## config.mk

```make
export PLATFORM = sky130hd
export DESIGN_NAME = pipe_stage_buf
export DESIGN_NICKNAME = d
export VERILOG_FILES = /design/src/rtl/cpu_types_pkg.sv /design/src/rtl/pipe_slot.sv /design/src/rtl/pipe_stage_buf.sv
export SDC_FILE = /design/constraint.sdc
export NUM_CORES = 1
export LEC_CHECK = 0
export BUFFER_PORTS_ARGS = -buffer_cell sky130_fd_sc_hd__buf_2
export CORE_MARGIN = 2
export CORE_UTILIZATION = 30
export DETAILED_ROUTE_END_ITERATION = 16
export PLACE_DENSITY_LB_ADDON = 0.05
export REMOVE_ABC_BUFFERS = 1
export SYNTH_ARGS = -nofsm -noshare
export SYNTH_HDL_FRONTEND = slang
export SYNTH_SLANG_ARGS = --single-unit
```

## constraint.sdc

```tcl
create_clock -name CLK -period 4.5 [get_ports CLK]
set_input_delay 0.45 -clock CLK [delete_from_list [all_inputs] [get_ports CLK]]
set_output_delay 0.45 -clock CLK [all_outputs]
set_load 0.05 [all_outputs]
```

## src/rtl/cpu_types_pkg.sv

```systemverilog
// Shared CPU pipeline types.
// Holds stage payload bundles and the buffer-slot helpers.
package cpu_types_pkg;

    typedef logic [1:0] pipe_occ_t;

    typedef enum logic [1:0] {
        SLOT_HOLD,
        SLOT_LOAD_IN,
        SLOT_LOAD_SKID,
        SLOT_CLEAR
    } slot_op_e;

    typedef struct packed {
        logic [31:0] wdat;
        logic [4:0]  wsel;
        logic        wen;
        logic        halt;
    } mem_wb_t;

    function automatic pipe_occ_t occ_count(input logic a, input logic b);
        return {1'b0, a} + {1'b0, b};
    endfunction

endpackage

```

## src/rtl/pipe_slot.sv

```systemverilog
// One {valid, halt, data} pipeline register.
// Clear wins over load and always leaves a zero NOP bubble.
module pipe_slot #(
    parameter int WIDTH = 128
) (
    input  logic             CLK,
    input  logic             nRST,
    input  logic             load_i,
    input  logic             clear_i,
    input  logic             halt_i,
    input  logic [WIDTH-1:0] data_i,
    output logic             valid_o,
    output logic             halt_o,
    output logic [WIDTH-1:0] data_o
);

    logic             valid_q, valid_d;
    logic             halt_q, halt_d;
    logic [WIDTH-1:0] data_q, data_d;

    // Next state: clear to a bubble, load a new beat, or hold.
    always_comb begin
        valid_d = valid_q;
        halt_d  = halt_q;
        data_d  = data_q;
        if (clear_i) begin
            valid_d = 1'b0;
            halt_d  = 1'b0;
            data_d  = '0;
        end else if (load_i) begin
            valid_d = 1'b1;
            halt_d  = halt_i;
            data_d  = data_i;
        end
    end

    // Slot register, emptied immediately by reset.
    always_ff @(posedge CLK or negedge nRST) begin
        if (!nRST) begin
            valid_q <= 1'b0;
            halt_q  <= 1'b0;
            data_q  <= '0;
        end else begin
            valid_q <= valid_d;
            halt_q  <= halt_d;
            data_q  <= data_d;
        end
    end

    assign valid_o = valid_q;
    assign halt_o  = halt_q;
    assign data_o  = data_q;

endmodule

```

## src/rtl/pipe_stage_buf.sv

```systemverilog
// Generic inter-stage buffer with valid/ready, flush and sticky halt.
// SKID=1 adds a second entry so in_ready depends only on local state.
module pipe_stage_buf
    import cpu_types_pkg::*;
#(
    parameter int WIDTH = 128,
    parameter bit SKID  = 1'b1
) (
    input  logic             CLK,
    input  logic             nRST,
    input  logic             flush,
    input  logic             in_valid,
    output logic             in_ready,
    input  logic [WIDTH-1:0] in_data,
    input  logic             in_halt,
    output logic             out_valid,
    input  logic             out_ready,
    output logic [WIDTH-1:0] out_data,
    output logic             out_halt,
    output pipe_occ_t        occupancy,
    output logic             halted
);

    logic             main_valid, main_halt;
    logic [WIDTH-1:0] main_data;
    logic             skid_valid, skid_halt;
    logic [WIDTH-1:0] skid_data;
    logic             push, pop;
    logic             halted_q, halted_d;
    slot_op_e         main_op;
    logic             main_halt_in;
    logic [WIDTH-1:0] main_data_in;

    assign push = in_valid && in_ready;
    assign pop  = main_valid && out_ready;

    // Head entry: refill from skid first, else from the input.
    always_comb begin
        main_op = SLOT_HOLD;
        if (flush) begin
            main_op = SLOT_CLEAR;
        end else if (pop && skid_valid) begin
            main_op = SLOT_LOAD_SKID;
        end else if (push && (!main_valid || pop)) begin
            main_op = SLOT_LOAD_IN;
        end else if (pop) begin
            main_op = SLOT_CLEAR;
        end
    end

    assign main_data_in = (main_op == SLOT_LOAD_SKID) ? skid_data : in_data;
    assign main_halt_in = (main_op == SLOT_LOAD_SKID) ? skid_halt : in_halt;

    pipe_slot #(.WIDTH(WIDTH)) u_main (
        .CLK     (CLK),
        .nRST    (nRST),
        .load_i  ((main_op == SLOT_LOAD_IN) || (main_op == SLOT_LOAD_SKID)),
        .clear_i (main_op == SLOT_CLEAR),
        .halt_i  (main_halt_in),
        .data_i  (main_data_in),
        .valid_o (main_valid),
        .halt_o  (main_halt),
        .data_o  (main_data)
    );

    generate
        if (SKID) begin : g_skid
            slot_op_e skid_op;

            // Skid entry: catch a beat the head cannot take this cycle.
            always_comb begin
                skid_op = SLOT_HOLD;
                if (flush) begin
                    skid_op = SLOT_CLEAR;
                end else if (push && main_valid && (!pop || skid_valid)) begin
                    skid_op = SLOT_LOAD_IN;
                end else if (pop && skid_valid) begin
                    skid_op = SLOT_CLEAR;
                end
            end

            pipe_slot #(.WIDTH(WIDTH)) u_skid (
                .CLK     (CLK),
                .nRST    (nRST),
                .load_i  (skid_op == SLOT_LOAD_IN),
                .clear_i (skid_op == SLOT_CLEAR),
                .halt_i  (in_halt),
                .data_i  (in_data),
                .valid_o (skid_valid),
                .halt_o  (skid_halt),
                .data_o  (skid_data)
            );

            assign in_ready = !skid_valid && !halted_q;
        end else begin : g_noskid
            assign skid_valid = 1'b0;
            assign skid_halt  = 1'b0;
            assign skid_data  = '0;
            assign in_ready   = (!main_valid || out_ready) && !halted_q;
        end
    endgenerate

    // Halt latches on acceptance of a halt beat; only flush reopens intake.
    always_comb begin
        halted_d = halted_q;
        if (flush) begin
            halted_d = 1'b0;
        end else if (push && in_halt) begin
            halted_d = 1'b1;
        end
    end

    // Sticky halt register.
    always_ff @(posedge CLK or negedge nRST) begin
        if (!nRST) begin
            halted_q <= 1'b0;
        end else begin
            halted_q <= halted_d;
        end
    end

    assign out_valid = main_valid;
    assign out_data  = main_valid ? main_data : '0;
    assign out_halt  = main_valid && main_halt;
    assign occupancy = occ_count(main_valid, skid_valid);
    assign halted    = halted_q;

endmodule

```

==> out/qor.txt, run 1 <==
Run status = completed
Crit share post-route = 0.665
Post-Route Skew = 0.00827 ns
RSZ-0062 raised after global routing = no
Critical Path Sink Type = output port
Largest cells by area after synthesis = sky130_fd_sc_hd__dfrtp_1 56%, sky130_fd_sc_hd__a32o_1 11%, sky130_fd_sc_hd__mux2i_1 11%
Origin of the critical flop-to-flop path = u_main.valid_o
Cell Area, Placed = 0.0134 mm2
Launching element type of the critical path = register
Most frequent cell after synthesis = sky130_fd_sc_hd__dfrtp_1
Avg WL per Cell = 21.2 um
Final count of negative-setup-slack endpoints = 0
Worst Reg-to-Reg Cells = 3
Register-to-Register Setup Slack = 1.90 ns
Number of vias in the routed layout = 8467
Wire length on met1 = 16800 um
Floorplan core area = 0.0386 mm2
Clock transition at path regs = 0.06 ns
Final worst setup slack = 1.51 ns
Count of pins on the block boundary = 268
Hold path cells = 2
Yosys top cell by area = sky130_fd_sc_hd__dfrtp_1
Residual DRC = 0
Final std cell area, no fill = 0.0144 mm2
Global-route total usage across every layer = 0.171
Clock latency reported for the late side of the worst-skew pair = 0.56 ns
Placed wire-length estimate after detailed placement = 19100 um
Clock buffers created by TritonCTS = 31
Nets = 1245
Share of Yosys cell area claimed by the top area cell type = 0.556
Overall routed net length = 35200 um
Sequence of cells on the critical path = buf_4 > and2_1 > buf_2
Met2 Wirelength = 15700 um
Netlist cell types = 27
Cell total after placement = 1594
Yosys warnings = 0
Clock H-tree levels = 1
Post-synthesis register bit count = 261
Largest net degree at the start of global routing = 131
Horiz. Die Dim = 202 um
Average footprint of a synthesized cell = 13.1 um2
Number of sinks driven by the clock tree = 261
Slowest cell on crit path = sky130_fd_sc_hd__dfrtp_4
Critical Path RT = 4.05 ns
Fraction of registers with async set or reset after synthesis = 1.00
Hold EP = g_skid.u_skid.data_o[74]
Buf/Inv on CP = 2
Row count = 72
Number of resized instances in the post-cts repair step = 0
Fillers = 3801
Pwr Density = 409 mW/mm2
Critical setup path kind = register to output port
Maximum buffer depth of the clock tree = 3
Cell area after synthesis = 0.0117 mm2
Post-route setup TNS = 0 ns
Number of optimization iterations in the first detailed-route pass = 4
EDFF count, synth = 0
Number of vias per cell = 5.11
Min-delay src = in_data[74]
Hold crit path type = primary input to register
Fin cells = 1657
Overflow after GRT = 0
Hold violation total from the final report = 0
Starting density of the core = 0.304
Multi-input combinational cell area = 0.00471 mm2
Total area of sequential cells = 0.00654 mm2
Max Clock Freq = 0.334 GHz
Worst reg2reg path endpoint = g_skid.u_skid.data_o[33]
Category of cells accounting for the largest share of critical-path delay = flip-flops
Register area share after synthesis = 0.556
Share of layout cells above drive strength 1 = 0.292
Critical path arrival = 2.54 ns
Clock root buffer master = sky130_fd_sc_hd__clkbuf_16
Share of the core filled with cells in the final layout = 0.373
Wire length of the first global-routing pass = 55000 um
Top cells by count, synth = 261 x sky130_fd_sc_hd__dfrtp_1, 130 x sky130_fd_sc_hd__and2_1, 129 x sky130_fd_sc_hd__a32o_1, 129 x sky130_fd_sc_hd__mux2i_1, 129 x sky130_fd_sc_hd__o2bb2ai_1
Total Die Area = 0.0407 mm2
Worst vdd rail ir drop = 319 uV
Measured slew at the worst slew-check pin = 1.06 ns
Number of antenna violations at the first check in global routing = 10
Worst slew margin = 0.292
Number of max-capacitance violations reported = 0
Final period demand of the worst path = 2.99 ns
Die Span Y = 202 um
Main flop type after synthesis = sky130_fd_sc_hd__dfrtp_1
Number of buffer cells added on primary ports = 267
Pins Over Slew Limit = 0
Highest routing layer actually used = met5
DP Worst Slack = 1.75 ns
Relative area change from synthesis to final layout = 22.8%
Leakage = 7.64 nW
1st-iter DRT viols = 499
Placer congestion estimate = 0.724
Number of global-route vias before repair = 8694
Met3 wirelength from detailed routing = 2050 um
CTS tree = built
Slowest Stage Delay on Critical Path = 0.89 ns
Maximum fanout encountered on the critical timing path = 74
Number of nets with antenna violations after detailed routing = 0
Gate Count Post-Synth = 898
==> worst max-delay path by stage <==
stage               slack, ns      startpoint  depth (start not counted)          endpoint
floorplan               -5.26  u_main.valid_o                          3  u_main.data_o[0]
global placement         1.73           flush                          5    u_main.valid_o
detailed placement       1.75           flush                          5    u_main.valid_o
CTS                      1.32  u_main.valid_o                          3      out_data[76]
global route             1.22  u_main.valid_o                          3      out_data[82]
finish                   1.51  u_main.valid_o                          3      out_data[79]
==> cells by family (layout without fill, tap and decap cells) <==
| logic type | count (synthesis) | after routing | share of synthesized area |
|---|---|---|---|
| other | 0 | 6 | 0 |
| buffers and inverters | 102 | 337 | 0.0461 |
| and+or+nand+nor | 140 | 140 | 0.0750 |
| AOI/OAI and AO/OA | 265 | 265 | 0.212 |
| muxes | 129 | 129 | 0.110 |
| adders and majority gates | 1 | 1 | 0.00107 |
| DFF | 261 | 261 | 0.556 |
==> cell usage in the layout, fill, tap and decap left out, drive strengths merged <==
cell type    instances
clkinv               4
inv                  2
diode                6
a21oi                1
a221oi               1
nor2                 2
nand2b               2
o2bb2ai            129
clkbuf              52
o2111ai              1
and2               130
nand4b               1
and3                 1
dfrtp              261
nor3                 1
a211oi               1
a31oi                1
mux2i              129
dlygate4sd3          1
a32o               129
ha                   1
nor4b                1
buf                278
a21bo                1
o21ai                1
nor2b                2
==> what timing repair did <==
item	4_1_cts	5_1_grt
hold buffers	1	0
setup buffers	0	0
endpoints found under the hold margin	52	0
==> per-stage QoR <==
step | power, mW | hold slack (ns)
6_report | 5.90 | 0.123
2_1_floorplan | 3.14 | 0.154
3_5_place_dp | 3.52 | 0.466
4_1_cts | 6.01 | 0.0851
5_1_grt | 6.19 | 0.0933
3_3_place_gp | 3.52 | 0.465
==> where the power goes <==
| group | leakage [nW] | switching, mW | internal, mW | total, mW |
|---|---|---|---|---|
| combinational | 3.59 | 0.592 | 0.250 | 0.842 |
| sequential | 3.56 | 0.117 | 2.50 | 2.62 |
| clock | 0.489 | 1.00 | 1.44 | 2.44 |
| total | 7.64 | 1.71 | 4.19 | 5.90 |
==> area by class of cell <==
| type | count | share of cell area |
|---|---|---|
| multi-input combinational | 535 | 0.327 |
| inverter | 2 | 0.000694 |
| clock buffer | 52 | 0.0669 |
| tap | 518 | 0.0449 |
| sequential | 261 | 0.453 |
| clock inverter | 4 | 0.00165 |
| timing repair buffer | 279 | 0.105 |
| antenna | 6 | 0.00104 |
==> metal layers <==
layer,track usage,vias up
met5,0.00119,-
met3,0.0395,45
met1,0.253,4302
met4,0.0373,10
li1,-,3906
met2,0.255,204
==> sequential cells by signal (all words and copies together), names as in the netlist <==
register / count
halted: 1
g_skid.u_skid.halt_o: 1
g_skid.u_skid.valid_o: 1
u_main.halt_o: 1
g_skid.u_skid.data_o: 128
u_main.valid_o: 1
u_main.data_o: 128
No activity file was read; power rests on OpenSTA's default activity.
==> inputs of run 2 (changes only) <==
- ABC_AREA: default -> 1
- clock period: 4.5 -> 2.8 ns (I/O delays scaled with it)
==> out/qor.txt, run 2 <==
Run status = completed
Final worst setup slack = 0.304 ns
Critical path arrival = 2.22 ns
Slowest cell on crit path = sky130_fd_sc_hd__buf_4
Worst vdd rail ir drop = 345 uV
RSZ-0062 raised after global routing = no
Global-route total usage across every layer = 0.210
Horiz. Die Dim = 217 um
Critical Path Sink Type = output port
EDFF count, synth = 0
Clock root buffer master = sky130_fd_sc_hd__clkbuf_16
Gate Count Post-Synth = 1881
Clock H-tree levels = 2
Yosys top cell by area = sky130_fd_sc_hd__dfrtp_1
Maximum buffer depth of the clock tree = 3
Clock transition at path regs = 0.06 ns
Slowest Stage Delay on Critical Path = 0.63 ns
Hold slack final = 0.0259 ns
Starting density of the core = 0.302
Number of global-route vias before repair = 13200
Number of optimization iterations in the first detailed-route pass = 5
Hold path cells = 3
CTS tree = built
Number of vias per cell = 4.87
Yosys warnings = 0
Number of max-capacitance violations reported = 0
Row count = 78
Floorplan core area = 0.0451 mm2
Launching element type of the critical path = register
Crit share post-route = 0.892
Pins Over Slew Limit = 0
Pwr Density = 715 mW/mm2
Fraction of registers with async set or reset after synthesis = 1.00
Netlist cell types = 18
Total area of sequential cells = 0.00654 mm2
Multi-input combinational cell area = 0.00585 mm2
Fillers = 4825
Residual DRC = 0
Most common library cell in the layout ignoring fill and taps = sky130_fd_sc_hd__nand2_1
Placed wire-length estimate after detailed placement = 26800 um
Final period demand of the worst path = 2.50 ns
Number of vias in the routed layout = 13600
Main flop type after synthesis = sky130_fd_sc_hd__dfrtp_1
Placer congestion estimate = 0.765
Register area share after synthesis = 0.479
Total Die Area = 0.0472 mm2
Most frequent cell after synthesis = sky130_fd_sc_hd__nand2_1
Maximum fanout encountered on the critical timing path = 61
Overflow after GRT = 0
Post-Route Skew = 0.0268 ns
Final count of negative-setup-slack endpoints = 0
1st-iter DRT viols = 883
Relative area change from synthesis to final layout = 29.7%
Cell area after synthesis = 0.0136 mm2
Largest cells by area after synthesis = sky130_fd_sc_hd__dfrtp_1 48%, sky130_fd_sc_hd__nand3_1 24%, sky130_fd_sc_hd__nand2_1 18%
Hold crit path type = primary input to register
Number of antenna violations at the first check in global routing = 3
Share of layout cells above drive strength 1 = 0.168
Post-route setup TNS = 0 ns
Max Clock Freq = 0.401 GHz
Largest net degree at the start of global routing = 259
Category of cells accounting for the largest share of critical-path delay = buffers and inverters
Count of pins on the block boundary = 268
Number of diodes added for antenna fixing = 0
Avg WL per Cell = 17.8 um
Overall routed net length = 49600 um
Worst slew margin = 0.0896
Path length in cells of the critical path = 4
Critical Path RT = 2.52 ns
Measured slew at the worst slew-check pin = 1.37 ns
Number of buffer cells added on primary ports = 267
Average footprint of a synthesized cell = 7.25 um2
Leakage = 10.4 nW
Post-synthesis register bit count = 261
Clock latency reported for the late side of the worst-skew pair = 0.54 ns
Buf/Inv on CP = 3
DP Worst Slack = 0.620 ns
Share of the core filled with cells in the final layout = 0.392
Die Span Y = 217 um
Share of Yosys cell area claimed by the top area cell type = 0.479
Clock buffers created by TritonCTS = 34
Worst Reg-to-Reg Cells = 6
Hold violation total from the final report = 0
Number of sinks driven by the clock tree = 261
Number of nets with antenna violations after detailed routing = 0
Commonest cells after routing, fill and taps aside = 649 x sky130_fd_sc_hd__nand2_1, 646 x sky130_fd_sc_hd__nand3_1, 266 x sky130_fd_sc_hd__buf_2, 260 x sky130_fd_sc_hd__dfrtp_1, 131 x sky130_fd_sc_hd__inv_1
Wire length of the first global-routing pass = 78300 um
Number of resized instances in the post-cts repair step = 0
Sequence of cells on the critical path = buf_4 > nand2_1 > inv_1 > buf_2
Critical setup path kind = register to output port
Nets = 2299
Top cells by count, synth = 652 x sky130_fd_sc_hd__nand2_1, 647 x sky130_fd_sc_hd__nand3_1, 261 x sky130_fd_sc_hd__dfrtp_1
-- run 2: changes by cell type after synthesis, moves of 4 or more --
cell	delta
sky130_fd_sc_hd__o2bb2ai_1	-129
sky130_fd_sc_hd__and2_1	-130
sky130_fd_sc_hd__buf_6	-13
sky130_fd_sc_hd__clkbuf_1	+9
sky130_fd_sc_hd__mux2i_1	-129
sky130_fd_sc_hd__inv_1	+130
sky130_fd_sc_hd__buf_4	+10
sky130_fd_sc_hd__a32o_1	-129
sky130_fd_sc_hd__buf_1	+4
sky130_fd_sc_hd__nand3_1	+647
sky130_fd_sc_hd__buf_2	+59
sky130_fd_sc_hd__nand2_1	+652
-- run 2: layout make-up --
type                       count  area share
multi-input combinational   1316       0.331
clock inverter                 7     0.00375
clock buffer                  51      0.0563
inverter                     135      0.0292
timing repair buffer         416       0.168
tap                          600      0.0425
sequential                   261       0.370
-- run 2: cells by family (layout without fill, tap and decap cells) --
| kind of cell | count (synthesis) | in the layout | synth area share |
|---|---|---|---|
| simple gates | 1309 | 1309 | 0.421 |
| buf+inv | 304 | 609 | 0.0964 |
| flops | 261 | 261 | 0.479 |
| compound gates | 6 | 6 | 0.00248 |
| fa+ha+maj | 1 | 1 | 0.000918 |
-- run 2: layer usage --
layer / share of wire / global-route usage
met1: 0.47 / 0.296
met2: 0.46 / 0.338
met3: 0.042 / 0.0271
met4: 0.021 / 0.0578
met5: 0.00071 / 0
-- run 2: worst reg2reg max path: cells and delay by family, from the launching register on --
| kind | cells | cell delay [ns] |
|---|---|---|
| simple gates | 3 | 0.89 |
| flops | 1 | 0.50 |
| buf+inv | 2 | 0.77 |
| compound gates | 1 | 0.19 |
-- run 2: power by group --
part	switching (mW)	internal, mW
clock network	1.74	2.54
registers	0.293	4.32
logic	2.79	0.960
-- run 2: path summary, 6_finish.rpt --
check	slack, ns	start	to
hold / removal	0.03	in_data[87]	g_skid.u_skid.data_o[87]
min in group asynchronous	0.33	nRST	u_main.data_o[96]
setup reg to reg	0.41	u_main.valid_o	g_skid.u_skid.data_o[43]
hold reg to reg	0.50	g_skid.u_skid.data_o[18]	g_skid.u_skid.data_o[18]
setup / recovery	0.30	u_main.valid_o	out_data[116]
max in group asynchronous	1.68	nRST	g_skid.u_skid.data_o[127]
-- run 2: metrics by stage --
stage                     cells  instance area, um2  total power, mW
after floorplan            1712               12800             7.05
after global placement     2615               15500             8.33
after detailed placement   2615               15500             8.36
after CTS                  2786               17700             12.9
after global routing       2786               17700             13.4
final                      2786               17700             12.7
-- run 2: what timing repair did --
action                                  4_1_cts  5_1_grt
hold buffers                                113        0
endpoints found under the setup margin        0        0
buffers inserted                              0        0
hold endpoints to repair                    171        0
